**config.mk**
```make
export PLATFORM = sky130hd
export DESIGN_NAME = opb_register_bank_ppc2simulink
export DESIGN_NICKNAME = d
export VERILOG_FILES = /design/src/rtl/opb_register_bank_ppc2simulink.sv
export SDC_FILE = /design/constraint.sdc
export NUM_CORES = 1
export LEC_CHECK = 0
export CAP_MARGIN = 25
export CORE_ASPECT_RATIO = 0.9
export CORE_UTILIZATION = 52
export DETAILED_ROUTE_END_ITERATION = 8
export GPL_ROUTABILITY_DRIVEN = 0
export GPL_TIMING_DRIVEN = 0
export MAX_ROUTING_LAYER = met4
export PLACE_DENSITY = 0.8
export SLEW_MARGIN = 15
export SYNTH_ARGS = -nofsm -noshare
export SYNTH_HDL_FRONTEND = slang
export SYNTH_SLANG_ARGS = --single-unit
```
**constraint.sdc**
```tcl
create_clock -name OPB_Clk -period 12.5 [get_ports OPB_Clk]
set_clock_uncertainty 0.15 [all_clocks]
set_input_delay 2.5 -clock OPB_Clk [delete_from_list [all_inputs] [get_ports OPB_Clk]]
set_output_delay 2.5 -clock OPB_Clk [all_outputs]
set_load 0.03 [all_outputs]
```
**src/rtl/opb_register_bank_ppc2simulink.sv**
```systemverilog
// OPB slave register bank feeding Simulink user logic in the OPB_Clk domain.
// Holds C_NUM_REGS 32-bit registers with byte-enable writes, readback and an
// optional shadow/commit scheme so several outputs change in the same cycle.
// Ports:
//   OPB_Clk, OPB_Rst            clock, async active-high reset
//   OPB_ABus/BE/DBus/RNW/select OPB master request (OPB bit 0 = MSB)
//   OPB_seqAddr                 unused
//   Sl_DBus, Sl_xferAck         read data (zero outside ack) and acknowledge
//   Sl_errAck/retry/toutSup     tied low
//   user_data_out               register i at bits [32i+31:32i]
//   user_update, user_commit    one-cycle load pulses aligned with new outputs
module opb_register_bank_ppc2simulink #(
    parameter logic [31:0] C_BASEADDR    = 32'h01000100,
    parameter logic [31:0] C_HIGHADDR    = 32'h010001FF,
    parameter int          C_OPB_AWIDTH  = 32,
    parameter int          C_OPB_DWIDTH  = 32,
    parameter int          C_NUM_REGS    = 4,
    parameter int          C_SHADOW_MODE = 1,
    parameter logic [31:0] C_RESET_VALUE = 32'h00000000
) (
    input  logic                      OPB_Clk,
    input  logic                      OPB_Rst,
    input  logic [0:C_OPB_AWIDTH-1]   OPB_ABus,
    input  logic [0:3]                OPB_BE,
    input  logic [0:C_OPB_DWIDTH-1]   OPB_DBus,
    input  logic                      OPB_RNW,
    input  logic                      OPB_select,
    input  logic                      OPB_seqAddr,
    output logic [0:C_OPB_DWIDTH-1]   Sl_DBus,
    output logic                      Sl_xferAck,
    output logic                      Sl_errAck,
    output logic                      Sl_retry,
    output logic                      Sl_toutSup,
    output logic [C_NUM_REGS*32-1:0]  user_data_out,
    output logic [C_NUM_REGS-1:0]     user_update,
    output logic                      user_commit
);

    localparam logic [31:0] NR32 = C_NUM_REGS;

    typedef enum logic {IDLE, ACK} state_t;

    state_t                state_q;
    logic [31:0]           shadow_q [C_NUM_REGS];
    logic [31:0]           out_q    [C_NUM_REGS];
    logic [15:0]           commit_q;
    logic                  xfer_ack_q;
    logic [31:0]           dbus_q;
    logic [C_NUM_REGS-1:0] update_q;
    logic                  commit_pulse_q;

    // Big-endian OPB vectors land MSB-first, so OPB bit k becomes bit 31-k.
    logic [31:0] addr;
    logic [31:0] wdata;
    logic [3:0]  be;
    logic [31:0] idx;
    logic        hit;
    logic        is_data;
    logic        is_ctrl;
    logic        do_commit;
    logic [31:0] rd_data;
    logic        unused;

    assign addr    = OPB_ABus;
    assign wdata   = OPB_DBus;
    assign be      = OPB_BE;
    assign idx     = (addr - C_BASEADDR) >> 2;
    assign hit     = OPB_select && (addr >= C_BASEADDR) && (addr <= C_HIGHADDR);
    assign is_data = idx < NR32;
    assign is_ctrl = idx == NR32;
    assign unused  = OPB_seqAddr;

    // Commit bit is register bit 0, carried in byte lane 3.
    assign do_commit = is_ctrl && (C_SHADOW_MODE != 0) && be[0] && wdata[0];

    function automatic logic [31:0] merge(
        input logic [31:0] old_v,
        input logic [31:0] new_v,
        input logic [3:0]  mask
    );
        logic [31:0] r;
        for (int j = 0; j < 4; j++) begin
            r[8*j +: 8] = mask[j] ? new_v[8*j +: 8] : old_v[8*j +: 8];
        end
        return r;
    endfunction

    always_comb begin
        rd_data = '0;
        if (is_ctrl) begin
            rd_data = {16'h0, commit_q};
        end
        for (int i = 0; i < C_NUM_REGS; i++) begin
            if (idx == 32'(i)) begin
                rd_data = (C_SHADOW_MODE != 0) ? shadow_q[i] : out_q[i];
            end
        end
    end

    always_ff @(posedge OPB_Clk or posedge OPB_Rst) begin
        if (OPB_Rst) begin
            state_q        <= IDLE;
            xfer_ack_q     <= 1'b0;
            dbus_q         <= '0;
            update_q       <= '0;
            commit_pulse_q <= 1'b0;
            commit_q       <= '0;
            for (int i = 0; i < C_NUM_REGS; i++) begin
                shadow_q[i] <= C_RESET_VALUE;
                out_q[i]    <= C_RESET_VALUE;
            end
        end else begin
            xfer_ack_q     <= 1'b0;
            dbus_q         <= '0;
            update_q       <= '0;
            commit_pulse_q <= 1'b0;
            unique case (state_q)
                IDLE: begin
                    if (hit) begin
                        state_q    <= ACK;
                        xfer_ack_q <= 1'b1;
                        if (OPB_RNW) begin
                            dbus_q <= rd_data;
                        end else begin
                            for (int i = 0; i < C_NUM_REGS; i++) begin
                                if (idx == 32'(i)) begin
                                    if (C_SHADOW_MODE != 0) begin
                                        shadow_q[i] <= merge(shadow_q[i], wdata, be);
                                    end else begin
                                        out_q[i]    <= merge(out_q[i], wdata, be);
                                        update_q[i] <= 1'b1;
                                    end
                                end
                            end
                            if (do_commit) begin
                                for (int i = 0; i < C_NUM_REGS; i++) begin
                                    out_q[i] <= shadow_q[i];
                                end
                                update_q       <= '1;
                                commit_pulse_q <= 1'b1;
                                commit_q       <= commit_q + 16'd1;
                            end
                        end
                    end
                end
                ACK: begin
                    state_q <= IDLE;
                end
                default: begin
                    state_q <= IDLE;
                end
            endcase
        end
    end

    for (genvar g = 0; g < C_NUM_REGS; g++) begin : g_out
        assign user_data_out[32*g +: 32] = out_q[g];
    end

    assign Sl_DBus     = dbus_q;
    assign Sl_xferAck  = xfer_ack_q;
    assign Sl_errAck   = 1'b0;
    assign Sl_retry    = 1'b0;
    assign Sl_toutSup  = 1'b0;
    assign user_update = update_q;
    assign user_commit = commit_pulse_q;

endmodule

```
-- After elaboration in Yosys (flattened, before gate mapping)
Index checks and enable logic that the tools add are counted.
- input port bits: 73
- logic and storage cells: 77
- output and inout port bits: 169
- register bits after elaboration: 311
- equal/unequal tests: 4
- $lt $le $gt $ge: 2
- bitwise logic cells: 2
- reductions and logical operators: 22
- $add $sub $neg: 2
- multiplexer cells: 19
- operators by type and width (kind ; number):
    32-bit two-way mux ; 7
    5-bit AND reduction ; 16
    30-bit by 2-bit equality test with 1-bit output (second input constant) ; 2
    32-bit by 25-bit greater-or-equal comparator with 1-bit output (second input constant) ; 1
    32-bit by 25-bit less-or-equal comparator with 1-bit output (second input constant) ; 1
    32-bit logical NOT ; 1
    32-bit by 25-bit subtractor with 32-bit output (second input constant) ; 1
    30-bit by 1-bit equality test with 1-bit output (second input constant) ; 1
    30-bit by 3-bit equality test with 1-bit output (second input constant) ; 1
    16-bit by 1-bit adder with 16-bit output (second input constant) ; 1
    16-bit two-way mux ; 1
    4-bit two-way mux ; 4
    1-bit two-way mux ; 6
    1-bit logical AND ; 4
    4-bit AND reduction ; 1
    1-bit inverter ; 2
    1-bit one-hot mux with 2 select lines ; 1

-- Longest topological paths before layout
- depth in word-level cells: 10
- depth in mapped cells: 8
- mapped depth without buffers: 6

-- Worst setup path before layout
OpenSTA, ideal clock, no wires.
- path kind: input -> register
- start: input OPB_ABus[14] (netlist name)
- end: register out_q (netlist bit user_data_out[0])
- cell stages on the path: 8
- required time: 12225 ps
- path slack: 7239 ps
- data arrival time: 4986 ps
- path through: or4_1 or3_1 clkbuf_1 or4_4 nor2_1 buf_2 buf_4 mux2_2
- word-level cells in the longest chain between the ends: 5
- RTL lines (item ; line ; RTL):
    from (decl) ; 23 ; input logic [0:C_OPB_AWIDTH-1] OPB_ABus,
    32-bit by 25-bit subtractor with 32-bit output ; 67 ; assign idx = (addr - C_BASEADDR) >> 2;
    30-bit by 3-bit equality test with 1-bit output ; 70 ; assign is_ctrl = idx == NR32;
    1-bit logical AND (2 in series) ; 74 ; assign do_commit = is_ctrl && (C_SHADOW_MODE != 0) && be[0] && wdata[0];
    4-bit AND reduction (no line) (*) ; -- ;
    to (signal, indexed assignment) ; 130 ; out_q[i] <= merge(out_q[i], wdata, be);
    to (signal, indexed assignment) ; 137 ; out_q[i] <= shadow_q[i];
    to (decl) ; 45 ; logic [31:0] out_q [C_NUM_REGS];
Every way passes the cells marked *; elsewhere a longest branch is shown, timed or not.
A chain may end at the register's enable or synchronous reset.

-- Final worst setup path
- start: input OPB_ABus[14] (netlist name)
- end: register shadow_q[67] (netlist name)
- word-level cells in the longest chain between the ends: 4
- RTL lines (item ; line ; RTL):
    branches (longest 3 deep; another with 32-bit by 25-bit subtractor with 32-bit output) ; -- ;
    5-bit AND reduction (no line) (*) ; -- ;
    to (signal, indexed assignment) ; 128 ; shadow_q[i] <= merge(shadow_q[i], wdata, be);
    to (decl) ; 44 ; logic [31:0] shadow_q [C_NUM_REGS];
Mark *: on every way between the ends.

==> impl_metrics.env <==
export IMPL_dpl_hpwl_mm=22.72
export IMPL_min_delay_path_class="reg -> reg"
export IMPL_period_needed_ps=5814
export IMPL_vias=8743
export IMPL_worst_r2r_cell_count=5
export IMPL_timing_max_transition_violations_final=0
export IMPL_clock_power_share_pct=45.6
export IMPL_drive_gt1_share_pct=28.47
export IMPL_clk_pin_slew_ps=60
export IMPL_yosys_top_cells_area="sky130_fd_sc_hd__dfrtp_1 59%, sky130_fd_sc_hd__mux2_2 22%, sky130_fd_sc_hd__mux2i_1 3.7%"
export IMPL_first_global_vias=8996
export IMPL_rsz0062_at_grt="false"
export IMPL_setup_tns_ps=0
export IMPL_worstReg2RegEnd="shadow_q[67]"
export IMPL_layout_commonest_cell="sky130_fd_sc_hd__dfrtp_1"
export IMPL_p_int_mw=1.544
export IMPL_worst_ir_drop_vdd_mv=0.1016
export IMPL_smallest_hold_slack_ps=350.9
export IMPL_cp_cell_sequence="clkdlybuf4s50_1 > or4_1 > or3_1 > clkbuf_1 > nor4b_1 > nand3_1 > mux2_2"
export IMPL_critPathBufInv=2
export IMPL_timing_hold_violations_final=0
export IMPL_antenna_violations_before_repair=1
export IMPL_die_width_um=168.0
export IMPL_reg_to_reg_setup_timing_slack_ps=9500
export IMPL_root_buffer="sky130_fd_sc_hd__clkbuf_16"
export IMPL_detail_route_antenna_nets=0
export IMPL_power_leakage_nw=7.934
export IMPL_via_per_inst=5.744
export IMPL_timing_critical_path_max_delay_family="simple AND/OR/NAND/NOR gates"
export IMPL_cap_violations=0
export IMPL_timing_fmax_mhz=172.0
export IMPL_grt_max_degree=105
export IMPL_h_tree_depth=1
export IMPL_run_status="completed"
export IMPL_post_cts_resize_count=0
export IMPL_timing_worst_slew_pin_value_ps=990.9
export IMPL_pwr_share_seq_pct=50.3
export IMPL_r2r_start="state_q"
export IMPL_most_used_cells_in_the_layout_excluding_fill_and_tap_cells="306 x sky130_fd_sc_hd__dfrtp_1, 256 x sky130_fd_sc_hd__mux2_2, 235 x sky130_fd_sc_hd__clkdlybuf4s50_1"
export IMPL_syn_inst=916
export IMPL_timing_critical_path_to_type="register"
export IMPL_worst_hold_startpoint="commit_q[14]"
export IMPL_hold_path_depth=1
export IMPL_power_switching_share_pct=21.50
export IMPL_synth_cell_types=44
export IMPL_cts_setup_buffers=0
export IMPL_post_synth_instance_area_um2=12890
export IMPL_synth_sequential_area_ratio_pct=59.41
export IMPL_fin_crit_sh_pct=46.51
export IMPL_gr_usage_all_layers_pct=27.52
export IMPL_drc_errors=0
export IMPL_start_kind="input port"
export IMPL_row_count=54
export IMPL_synthDominantAreaCellType="sky130_fd_sc_hd__dfrtp_1"
export IMPL_p_sw_uw=422.9
export IMPL_dr_first_iter_drc_count=514
export IMPL_data_required_time_at_the_worst_endpoint_ps=12780
export IMPL_chipHeight_um=151.4
export IMPL_max_slew_margin_pct=33.01
export IMPL_area_growth_synth_to_final_pct=29.79
export IMPL_min_delay_worst_endpoint="commit_q[14]"
export IMPL_tritoncts_num_sinks=306
export IMPL_cts_hold_buf=0
export IMPL_fin_nets=1264
export IMPL_synthDominantCellAreaShare_pct=59.41
export IMPL_clock_path_buffers=3
export IMPL_start_util_pct=53.14
export IMPL_ioPinCount=242
export IMPL_numCtsBuffers=30
export IMPL_postSynthRegisterBits=306
export IMPL_grt_pass1_wl_mm=51.65
export IMPL_layout_core_utilization_pct=68.97
export IMPL_critical_path_slowest_cell="sky130_fd_sc_hd__nor4b_1"
export IMPL_setup_violations_final=0
export IMPL_placement_io_buffers=235
export IMPL_die_area_um2=25420
export IMPL_drtPass1Iterations=5
export IMPL_crit_arrival_ps=6090
export IMPL_share_of_power_burned_in_combinational_logic_pct=4.0
export IMPL_fp_coreArea_um2=24260
export IMPL_critical_path_max_fanout=8
export IMPL_overflow=0
export IMPL_synthesis_yosys_warnings=0
export IMPL_postSynthAreaPerCell_um2=14.07
export IMPL_tritoncts_clock_tree="done"
export IMPL_worstSkewPairLatency_ps=550
export IMPL_crit_path_category="in -> reg"
export IMPL_route_final_wire_length_mm=33.15
export IMPL_critical_path_max_stage_delay_ps=810
export IMPL_power_density_normalized_to_cell_area_nw_per_um2=117.6
export IMPL_wl_per_cell_um=21.78
==> worst reg2reg max path, cell delays in order (launching register included) <==
cell and delay (ps):
sky130_fd_sc_hd__dfrtp_1 400, sky130_fd_sc_hd__nor2b_1 160, sky130_fd_sc_hd__nand4_1 190, sky130_fd_sc_hd__nor4b_1 800, sky130_fd_sc_hd__nand3_1 680, sky130_fd_sc_hd__mux2_2 490
==> cell families (layout without fill, tap and decap cells) <==
group,count (synthesis),in the layout,share of synthesized area [%]
flops,306,306,59.41
mux,305,305,26.19
simple gates,149,149,6.349
compound gates,76,76,4.436
buf+inv,62,356,2.398
xor+xnor,16,16,1.087
fa+ha+maj,1,1,0.09706
other cells,1,5,0.02910
==> power groups by stage <==
stage          logic [mW]  clock network [mW]  registers [mW]
2_1_floorplan      0.0338                   0            1.01
3_3_place_gp       0.0751                   0            1.01
3_5_place_dp       0.0793                   0            1.01
4_1_cts            0.0800               0.908           0.990
5_1_grt            0.0867               0.947           0.990
6_report           0.0790               0.898           0.990
==> Yosys cell counts <==
cell type,number
sky130_fd_sc_hd__a2111oi_0,1
sky130_fd_sc_hd__clkinv_1,1
sky130_fd_sc_hd__nand2b_1,3
sky130_fd_sc_hd__nor2b_1,4
sky130_fd_sc_hd__ha_1,1
sky130_fd_sc_hd__o41ai_1,1
sky130_fd_sc_hd__nand4_2,4
sky130_fd_sc_hd__nand4_1,6
sky130_fd_sc_hd__nor3_1,19
sky130_fd_sc_hd__buf_1,6
sky130_fd_sc_hd__o211ai_1,1
sky130_fd_sc_hd__or4_1,4
sky130_fd_sc_hd__o221ai_1,1
sky130_fd_sc_hd__xor2_1,7
sky130_fd_sc_hd__or4_4,1
sky130_fd_sc_hd__nand2_1,22
sky130_fd_sc_hd__mux2_2,256
sky130_fd_sc_hd__nor2_1,43
sky130_fd_sc_hd__o22a_1,23
sky130_fd_sc_hd__or2_2,4
sky130_fd_sc_hd__nor4_1,9
sky130_fd_sc_hd__buf_6,1
sky130_fd_sc_hd__conb_1,1
sky130_fd_sc_hd__mux2i_1,47
sky130_fd_sc_hd__buf_2,4
sky130_fd_sc_hd__inv_1,12
sky130_fd_sc_hd__o21ai_0,24
sky130_fd_sc_hd__nand3b_1,1
sky130_fd_sc_hd__clkbuf_1,21
sky130_fd_sc_hd__o21a_1,2
sky130_fd_sc_hd__buf_4,17
sky130_fd_sc_hd__a311oi_1,16
sky130_fd_sc_hd__nand3_1,14
sky130_fd_sc_hd__xnor2_1,9
sky130_fd_sc_hd__nor3_4,4
sky130_fd_sc_hd__dfrtp_1,306
sky130_fd_sc_hd__a2bb2oi_1,7
sky130_fd_sc_hd__and4_1,1
sky130_fd_sc_hd__or4b_1,1
sky130_fd_sc_hd__and3_1,2
sky130_fd_sc_hd__mux2_1,2
sky130_fd_sc_hd__nor3b_1,2
sky130_fd_sc_hd__nor4b_1,2
sky130_fd_sc_hd__or3_1,3
==> flip-flops by register name, summed over array words and instances (netlist names) <==
name	flops
user_update	1
shadow_q	128
state_q	1
user_data_out	128
commit_q	16
Sl_DBus	32
==> per-stage QoR <==
stage                     area (um^2)  setup WS [ps]  instances  power (mW)
after floorplan                 12900           1391        918       1.043
after global placement          15630          -2140       1461       1.085
after detailed placement        15740           6207       1465       1.088
after CTS                       16720           6749       1519       1.978
after global routing            16730           6475       1521       2.024
final                           16730           6686       1522       1.967
==> area by class of cell <==
type	instances	area, um^2
Timing Repair Buffer	240	2445
Clock inverter	11	112.6
Antenna cell	2	5.005
Multi-Input combinational cell	550	4936
Fill cell	1694	7527
Clock buffer	43	870.8
Buffer	49	260.3
Sequential cell	306	7657
Tap cell	308	385.4
Inverter	13	56.30
==> worst max path at each step <==
stage                             end  cells after the start  slack (ps)    startpoint
floorplan                  Sl_DBus[0]                      1        1390       OPB_Rst
global placement    user_data_out[42]                      2       -2140       OPB_Rst
detailed placement       shadow_q[70]                      7        6210  OPB_ABus[14]
CTS                      shadow_q[67]                      7        6750  OPB_ABus[14]
global route             shadow_q[68]                      7        6480  OPB_ABus[14]
finish                   shadow_q[67]                      7        6690  OPB_ABus[14]
==> per-layer routing <==
metal | vias to the layer above | part of all wire (%) | global-route usage [%] | routed length (um)
met5 | - | 0 | - | 0
met4 | 0 | 2.1 | 7.156 | 707
met3 | 59 | 8.0 | 7.055 | 2662
met2 | 321 | 47 | 43.75 | 15730
met1 | 4487 | 42 | 35.40 | 14050
li1 | 3876 | - | - | -
Power figures use the tool's default switching activity.
